$ cat src/rtl/rtc_time_keeper.sv
// rtl/rtc_time_keeper.sv - prescaled time-of-day keeper with load, 12/24h display and day tick; alarm option: RTC_ALARM_EN
module rtc_time_keeper #(
   parameter int P_COUNT_BIT = 30,
   parameter int P_SEC_BIT   = 6,
   parameter int P_MIN_BIT   = 6,
   parameter int P_HOUR_BIT  = 5
) (
   input  logic                   clk,
   input  logic                   reset,
   input  logic                   i_run_en,
   input  logic [P_COUNT_BIT-1:0] i_freq,
   input  logic                   i_load,
   input  logic [P_SEC_BIT-1:0]   i_load_sec,
   input  logic [P_MIN_BIT-1:0]   i_load_min,
   input  logic [P_HOUR_BIT-1:0]  i_load_hour,
   input  logic                   i_mode_12h,
   input  logic                   i_alarm_set,
   input  logic [P_MIN_BIT-1:0]   i_alarm_min,
   input  logic [P_HOUR_BIT-1:0]  i_alarm_hour,
   input  logic                   i_alarm_arm,
   output logic                   o_one_sec_tick,
   output logic [P_SEC_BIT-1:0]   o_sec,
   output logic [P_MIN_BIT-1:0]   o_minute,
   output logic [P_HOUR_BIT-1:0]  o_hour,
   output logic                   o_pm,
   output logic                   o_day_tick,
   output logic                   o_load_err,
   output logic                   o_alarm
);

   localparam logic [P_SEC_BIT-1:0]  SEC_MAX  = P_SEC_BIT'(59);
   localparam logic [P_MIN_BIT-1:0]  MIN_MAX  = P_MIN_BIT'(59);
   localparam logic [P_HOUR_BIT-1:0] HOUR_MAX = P_HOUR_BIT'(23);
   localparam logic [P_HOUR_BIT-1:0] HOUR_12  = P_HOUR_BIT'(12);

   logic [P_COUNT_BIT-1:0] cnt;
   logic [P_COUNT_BIT-1:0] cnt_last;
   logic                   tick;
   logic [P_SEC_BIT-1:0]   sec;
   logic [P_SEC_BIT-1:0]   sec_nxt;
   logic [P_MIN_BIT-1:0]   min;
   logic [P_MIN_BIT-1:0]   min_nxt;
   logic [P_HOUR_BIT-1:0]  hour;
   logic [P_HOUR_BIT-1:0]  hour_nxt;
   logic [P_HOUR_BIT-1:0]  hour_12;
   logic                   sec_wrap;
   logic                   min_wrap;
   logic                   day_wrap;
   logic                   load_ok;
   logic                   day_tick;
   logic                   load_err;
   logic                   alarm;
   logic                   alarm_bad;

   // Terminal count N-1 with N = max(i_freq, 1); ">=" lets a lowered i_freq wrap at once
   assign cnt_last = (i_freq == '0) ? '0 : i_freq - P_COUNT_BIT'(1);

   // Full-width range check so stray upper bits reject the load
   assign load_ok = i_load && (i_load_sec <= SEC_MAX) && (i_load_min <= MIN_MAX)
                    && (i_load_hour <= HOUR_MAX);

   // Prescaler: a valid load restarts the second and suppresses the tick
   always_ff @(posedge clk) begin
      if (reset) begin
         cnt  <= '0;
         tick <= 1'b0;
      end else if (load_ok) begin
         cnt  <= '0;
         tick <= 1'b0;
      end else if (i_run_en) begin
         if (cnt >= cnt_last) begin
            cnt  <= '0;
            tick <= 1'b1;
         end else begin
            cnt  <= cnt + P_COUNT_BIT'(1);
            tick <= 1'b0;
         end
      end else begin
         tick <= 1'b0;
      end
   end

   // Incremented time with cascaded carries
   always_comb begin
      sec_wrap = (sec >= SEC_MAX);
      min_wrap = (min >= MIN_MAX);
      day_wrap = sec_wrap && min_wrap && (hour >= HOUR_MAX);
      sec_nxt  = sec_wrap ? '0 : sec + P_SEC_BIT'(1);
      min_nxt  = min;
      hour_nxt = hour;
      if (sec_wrap) begin
         min_nxt = min_wrap ? '0 : min + P_MIN_BIT'(1);
         if (min_wrap) begin
            hour_nxt = (hour >= HOUR_MAX) ? '0 : hour + P_HOUR_BIT'(1);
         end
      end
   end

   // Time registers: load wins over a coincident tick; day tick only from an increment
   always_ff @(posedge clk) begin
      if (reset) begin
         sec      <= '0;
         min      <= '0;
         hour     <= '0;
         day_tick <= 1'b0;
      end else begin
         day_tick <= 1'b0;
         if (load_ok) begin
            sec  <= i_load_sec;
            min  <= i_load_min;
            hour <= i_load_hour;
         end else if (tick) begin
            sec      <= sec_nxt;
            min      <= min_nxt;
            hour     <= hour_nxt;
            day_tick <= day_wrap;
         end
      end
   end

   // Rejected time load or alarm set pulses the error flag for one cycle
   always_ff @(posedge clk) begin
      if (reset) begin
         load_err <= 1'b0;
      end else begin
         load_err <= (i_load && !load_ok) || alarm_bad;
      end
   end

`ifdef RTC_ALARM_EN
   logic [P_MIN_BIT-1:0]  alarm_min;
   logic [P_HOUR_BIT-1:0] alarm_hour;
   logic                  alarm_ok;

   assign alarm_ok  = i_alarm_set && (i_alarm_min <= MIN_MAX) && (i_alarm_hour <= HOUR_MAX);
   assign alarm_bad = i_alarm_set && !alarm_ok;

   // Alarm time registers, only written by an in-range set
   always_ff @(posedge clk) begin
      if (reset) begin
         alarm_min  <= '0;
         alarm_hour <= '0;
      end else if (alarm_ok) begin
         alarm_min  <= i_alarm_min;
         alarm_hour <= i_alarm_hour;
      end
   end

   // Alarm fires when an increment lands on hh:mm:00; loads never fire it
   always_ff @(posedge clk) begin
      if (reset) begin
         alarm <= 1'b0;
      end else begin
         alarm <= tick && !load_ok && i_alarm_arm && sec_wrap
                  && (min_nxt == alarm_min) && (hour_nxt == alarm_hour);
      end
   end
`else
   logic unused_alarm;
   assign unused_alarm = ^{i_alarm_set, i_alarm_min, i_alarm_hour, i_alarm_arm};
   assign alarm_bad    = 1'b0;
   assign alarm        = 1'b0;
`endif

   // Display hour: 12-hour mode maps 0 and 12 to 12
   always_comb begin
      hour_12 = hour;
      if (hour >= HOUR_12) begin
         hour_12 = hour - HOUR_12;
      end
      if (hour_12 == '0) begin
         hour_12 = HOUR_12;
      end
      o_hour = i_mode_12h ? hour_12 : hour;
   end

   assign o_pm           = (hour >= HOUR_12);
   assign o_one_sec_tick = tick;
   assign o_sec          = sec;
   assign o_minute       = min;
   assign o_day_tick     = day_tick;
   assign o_load_err     = load_err;
   assign o_alarm        = alarm;

endmodule

$ cat config.mk
export PLATFORM = sky130hd
export DESIGN_NAME = rtc_time_keeper
export DESIGN_NICKNAME = d
export VERILOG_FILES = /design/src/rtl/rtc_time_keeper.sv
export SDC_FILE = /design/constraint.sdc
export NUM_CORES = 1
export LEC_CHECK = 0
export BUFFER_PORTS_ARGS = -buffer_cell sky130_fd_sc_hd__clkbuf_2
export CAP_MARGIN = 20
export CORE_ASPECT_RATIO = 1.1
export CORE_MARGIN = 2
export CORE_UTILIZATION = 55
export CTS_CLUSTER_DIAMETER = 30
export DETAILED_ROUTE_END_ITERATION = 8
export PLACE_DENSITY = 0.82
export SLEW_MARGIN = 10
export SYNTH_ARGS = -nofsm -noshare
export SYNTH_HDL_FRONTEND = slang
export SYNTH_SLANG_ARGS = --single-unit
$ cat constraint.sdc
create_clock -name clk -period 5.4 [get_ports clk]
set_input_delay 0.81 -clock clk [delete_from_list [all_inputs] [get_ports clk]]
set_output_delay 0.81 -clock clk [all_outputs]
set_load 0.1 [all_outputs]
## After elaboration in Yosys (flattened, before gate mapping)

Index checks and enable logic that the tools add are counted.

- Add/subtract/negate cells: 6
- Reductions and logical operators: 17
- Mux-type cells: 18
- Magnitude comparators: 8
- Bitwise operators: 2

Operators by type and width:

| kind | count |
|---|---|
| $mux W30 | 2 |
| $mux W6 | 7 |
| $mux W5 | 8 |
| $add A30 B1 Y30 const B | 1 |
| $ge A30 B30 Y1 | 1 |
| $logic_not A30 Y1 | 1 |
| $sub A30 B1 Y30 const B | 1 |
| $add A6 B1 Y6 const B | 2 |
| $ge A6 B6 Y1 const B | 2 |
| $le A6 B6 Y1 const B | 2 |
| $logic_and A1 B1 Y1 | 6 |
| $reduce_bool A2 Y1 | 3 |
| $reduce_or A3 Y1 | 2 |
| $add A5 B1 Y5 const B | 1 |
| $ge A5 B4 Y1 const B | 1 |
| $ge A5 B5 Y1 const B | 1 |
| $le A5 B5 Y1 const B | 1 |
| $logic_not A5 Y1 | 1 |
| $sub A5 B4 Y5 const B | 1 |
| $reduce_and A3 Y1 | 1 |
| $not A1 Y1 | 2 |
| $reduce_and A2 Y1 | 1 |
| $reduce_or A2 Y1 | 1 |
| $logic_not A1 Y1 | 1 |
| $mux W1 | 1 |

- Word-level logic and storage cells: 58
- Flip-flop bits (word level): 50
- Output and inout port bits: 22

## Depth between registers and ports, before layout

- Word-level depth: 6
- Depth in mapped cells: 18
- Gate-level depth less buffers: 15

## Worst setup path before layout

OpenSTA, ideal clock, no wires.

- Path type: in2reg
- Start point: input port i_freq[0]
- End point: register cnt[10]
- Slack: 582 ps
- Buffers on the path: 3
- Stages: 18
- Data arrival time: 4686 ps
- Setup time: 132 ps
- Path through: inv_1 ha_1 or4b_4 or3b_1 buf_6 or4_4 nor3_2 xor2_1 nand2_1 ha_1 nand4_1 nor4_1 nand3_1 and4_1 clkbuf_1 a21oi_1 clkbuf_1 nor3_1

- Cells in the longest elaborated chain, start to end: 4
- Elaborated cells on any way between the ends: 5

Ends and longest elaborated chain:

| item | RTL line | text |
|---|---|---|
| start, declared | 11 | `input logic [P_COUNT_BIT-1:0] i_freq,` |
| $sub A30 B1 Y30 or $logic_not A30 Y1 (tied branches) | 56 | `assign cnt_last = (i_freq == '0) ? '0 : i_freq - P_COUNT_BIT'(1);` |
| $mux W30 * | 56 |  |
| $ge A30 B30 Y1 * | 71 | `if (cnt >= cnt_last) begin` |
| $mux W30 * | 71 |  |
| end signal, assigned | 75 | `cnt <= cnt + P_COUNT_BIT'(1);` |
| end, declared | 36 | `logic [P_COUNT_BIT-1:0] cnt;` |

Mark *: on every way between the ends. The rest lies on a longest branch, timed or not.
A chain may end at the register's enable or synchronous reset.

## Final worst setup path

- Start point: input port i_freq[0]
- End point: register cnt[25]

The elaborated chain is that of the path after synthesis.

==> metrics <==
status completed; Tot GR Track Use 23.3%; Yosys cell types 62; VDD IR max 0.000251 V; Worst Setup End Kind flip-flop; DP Worst Slack 282 ps; Leak Pwr 1.95 nW; Max-slew headroom 50.8%; grt total ovfl 0; worst hold path class reg2reg; Synth-to-Final Area Change 13.8%; number of global-route vias before repair 3581; first-pass GRT wire length 15500 um; DR WL/cell 13.4 um; H-tree levels 2; yosys warns 0; Final HPWL DP 6930 um; Critical-path top delay cell nor4_1; pwr dens 215 nW/um^2; post-synthesis sequential area ratio 25.3%; I/O Pins 87; Filler cells 619; Crit Path Class in2reg; Post-CTS Setup Bufs 0; clock power share 33.1%; TritonCTS Sinks 50; syn_nets 625; Gate power share 25.6%; setup TNS 0 ps; clock-pin slew on the worst setup and hold paths 90 ps; Max Freq 207 MHz; CTS tree built; register area 1000 um^2; cell internal pwr 0.633 mW; root buffer cell clkbuf_8; DRC 0; Die W 84.9 um; Initial Utilization 56.4%; Net count, final 684; synthesis-stage register bit count 50; CTS Buffer Depth 2; Worst EP required 5570 ps; Multi-input gate area 2790 um^2; Core ar. 7010 um^2; routed wire length 8920 um; critical path's largest stage delay 570 ps; clock buffer count from CTS 5; post-CTS sizing 0; Cell Chain, Critical Path clkbuf_2 > inv_1 > ha_1 > or4b_4 > or3b_1 > or4_4 > nor3_2 > xor2_1 > nand2_1 > ha_1 > nand4_1 > nor4_1 > nand3_1 > and4_1 > a21oi_2 > buf_12 > nor3_1; initial antenna violation count 0; prevailing post-synth register cell dfxtp_1; placed cell count 659; Post-DP Area 4360 um^2; number of flops mapped to enable cells by yosys 0; final setup fails 0; final core occ 64.2%; die area 7890 um^2; share of layout cells above drive strength 1 16.5%; PnR worst setup slack 580 ps; initial DRC count 137; syn_area_per_cell 7.58 um^2; Sw Share 34.5%; Flop pwr share 41.3%; DR vias 3930; 1st-pass router iterations 5; Async SR Flop Fraction 0%; Std-Cell Rows 32; CP max FO 27; largest net degree at the start of global routing 35; Final Instance Area 4500 um^2; non-filler cells, final 667; Hold Vio Cnt, Final 0; Slew Viols, Final 0; fin crit share 89.3%; cts hold-fix bufs 0; Post-Syn Instances 522; Psw 0.333 mW; Slew @ Worst Pin 732 ps; Worst EP arrival 4990 ps; Worst path top cell family by delay simple AND/OR/NAND/NOR gates; die height 92.9 um; clock skew 9.60 ps; Crit path buffers/inverters 3; critical path's most frequent cell ha_1; RSZ-0062 raised after global routing no; Final ANT Viol Nets 0; Max Cap Viol 0; ANT cells 0; type of origin of the critical path input pin; worst skew pair latency 310 ps; Mapped Area 3960 um^2; port bufs 72; minimum clock period 4820 ps; GPL Wtd Cong 0.844; Vias/cell 5.89
==> worst reg2reg max path, delay by kind of cell, from the launching register on <==
kind | cells | cell delay (ps)
buffers and inverters | 1 | 190
adders and majority gates | 1 | 300
AOI/OAI and AO/OA | 1 | 200
DFF | 1 | 370
and+or+nand+nor | 5 | 1330
==> registers in the layout, summed over array words and instances, names as in the netlist <==
register and cells:
cnt 30, hour 5, o_day_tick 1, o_load_err 1
o_minute 6, o_one_sec_tick 1, o_sec 6
==> synth_stat cells (4+ instances only) <==
| library cell | count | area share (%) |
|---|---|---|
| nand2_1 | 61 | 5.8 |
| dfxtp_1 | 50 | 25 |
| nor2_1 | 44 | 4.2 |
| nor3_1 | 43 | 5.4 |
| a21oi_1 | 39 | 4.9 |
| ha_1 | 38 | 12 |
| xor2_1 | 34 | 7.5 |
| o21ai_0 | 22 | 2.8 |
| nand3_1 | 21 | 2.7 |
| nand4_1 | 20 | 3.2 |
| clkbuf_1 | 17 | 1.6 |
| inv_1 | 17 | 1.6 |
| xnor2_1 | 12 | 2.7 |
| nor4_1 | 10 | 1.6 |
| a211oi_1 | 9 | 1.7 |
| nand2b_1 | 6 | 0.95 |
| and3_1 | 5 | 0.79 |
| nor2b_1 | 5 | 0.79 |
| or4_1 | 5 | 0.95 |
| or3_1 | 4 | 0.63 |
==> layout make-up <==
class,count,area share [%]
Multi-Input combinational cell,432,62.0
Tap cell,85,2.36
Timing Repair Buffer,75,8.95
Sequential cell,50,22.2
Clock inverter,3,1.53
Clock buffer,5,1.53
Inverter,17,1.42
==> path summary, 6_finish.rpt <==
path | startpoint | end | slack, ps | cells after the start
worst max-delay path | i_freq[0] | cnt[25] | 580 | 17
worst min-delay path | cnt[0] | cnt[0] | 540 | 2
worst max register to register | cnt[26] | cnt[25] | 2890 | 8
worst min register to register | cnt[0] | cnt[0] | 540 | 2
==> cells in the final DEF, fill, tap and decap left out, types with 3 or more instances in the layout <==
master and n:
a211oi_1 9, ha_1 38, nand3_1 21, xor2_1 34
inv_1 17, clkbuf_8 5, or3_1 4, o21ai_0 22
nor4_1 10, nand2_1 61, a311oi_1 3, nor2_1 44
nor2b_1 5, clkbuf_2 72, or2_2 3, and3_1 5
nand4_1 20, mux2i_1 3, a21oi_1 38, nand2b_1 6
xnor2_1 12, dfxtp_1 50, nor3_1 43, or4_1 5
==> through the flow <==
stage / hold slack, ps / total power [mW]
after floorplan: 485 / 0.592
after global placement: 505 / 0.645
after detailed placement: 516 / 0.655
after CTS: 535 / 0.972
after global routing: 576 / 1.01
final: 537 / 0.967
==> power by group through the flow <==
stage          clock network, mW  logic [mW]  registers [mW]
2_1_floorplan                  0       0.133           0.459
3_3_place_gp                   0       0.239           0.406
3_5_place_dp                   0       0.247           0.407
4_1_cts                    0.325       0.248           0.399
5_1_grt                    0.342       0.269           0.402
6_report                   0.320       0.248           0.399
==> metal layers <==
metal / vias up / share of wire (%) / track usage, % / routed length (um)
met2: 103 / 50 / 41.5 / 4450
li1: 2009 / - / - / -
met3: 6 / 4.0 / 2.67 / 355
met1: 1812 / 45 / 28.8 / 4040
met4: 0 / 0.85 / 8.33 / 76
met5: - / 0 / 0 / 0
==> logic make-up (layout without fill, tap and decap cells) <==
group                    count (synthesis)  after routing  synth area share [%]
AND/OR/NAND/NOR                        245            245                  31.7
AO/OA/AOI/OAI                           99             99                  15.7
flip-flops                              50             50                  25.3
XOR/XNOR                                46             46                  10.2
buffers and inverters                   40            100                  4.30
adder cells (fa/ha/maj)                 38             38                  12.0
multiplexers                             3              3                 0.759
other                                    1              1                0.0948
(Power assumes the default switching activity.)
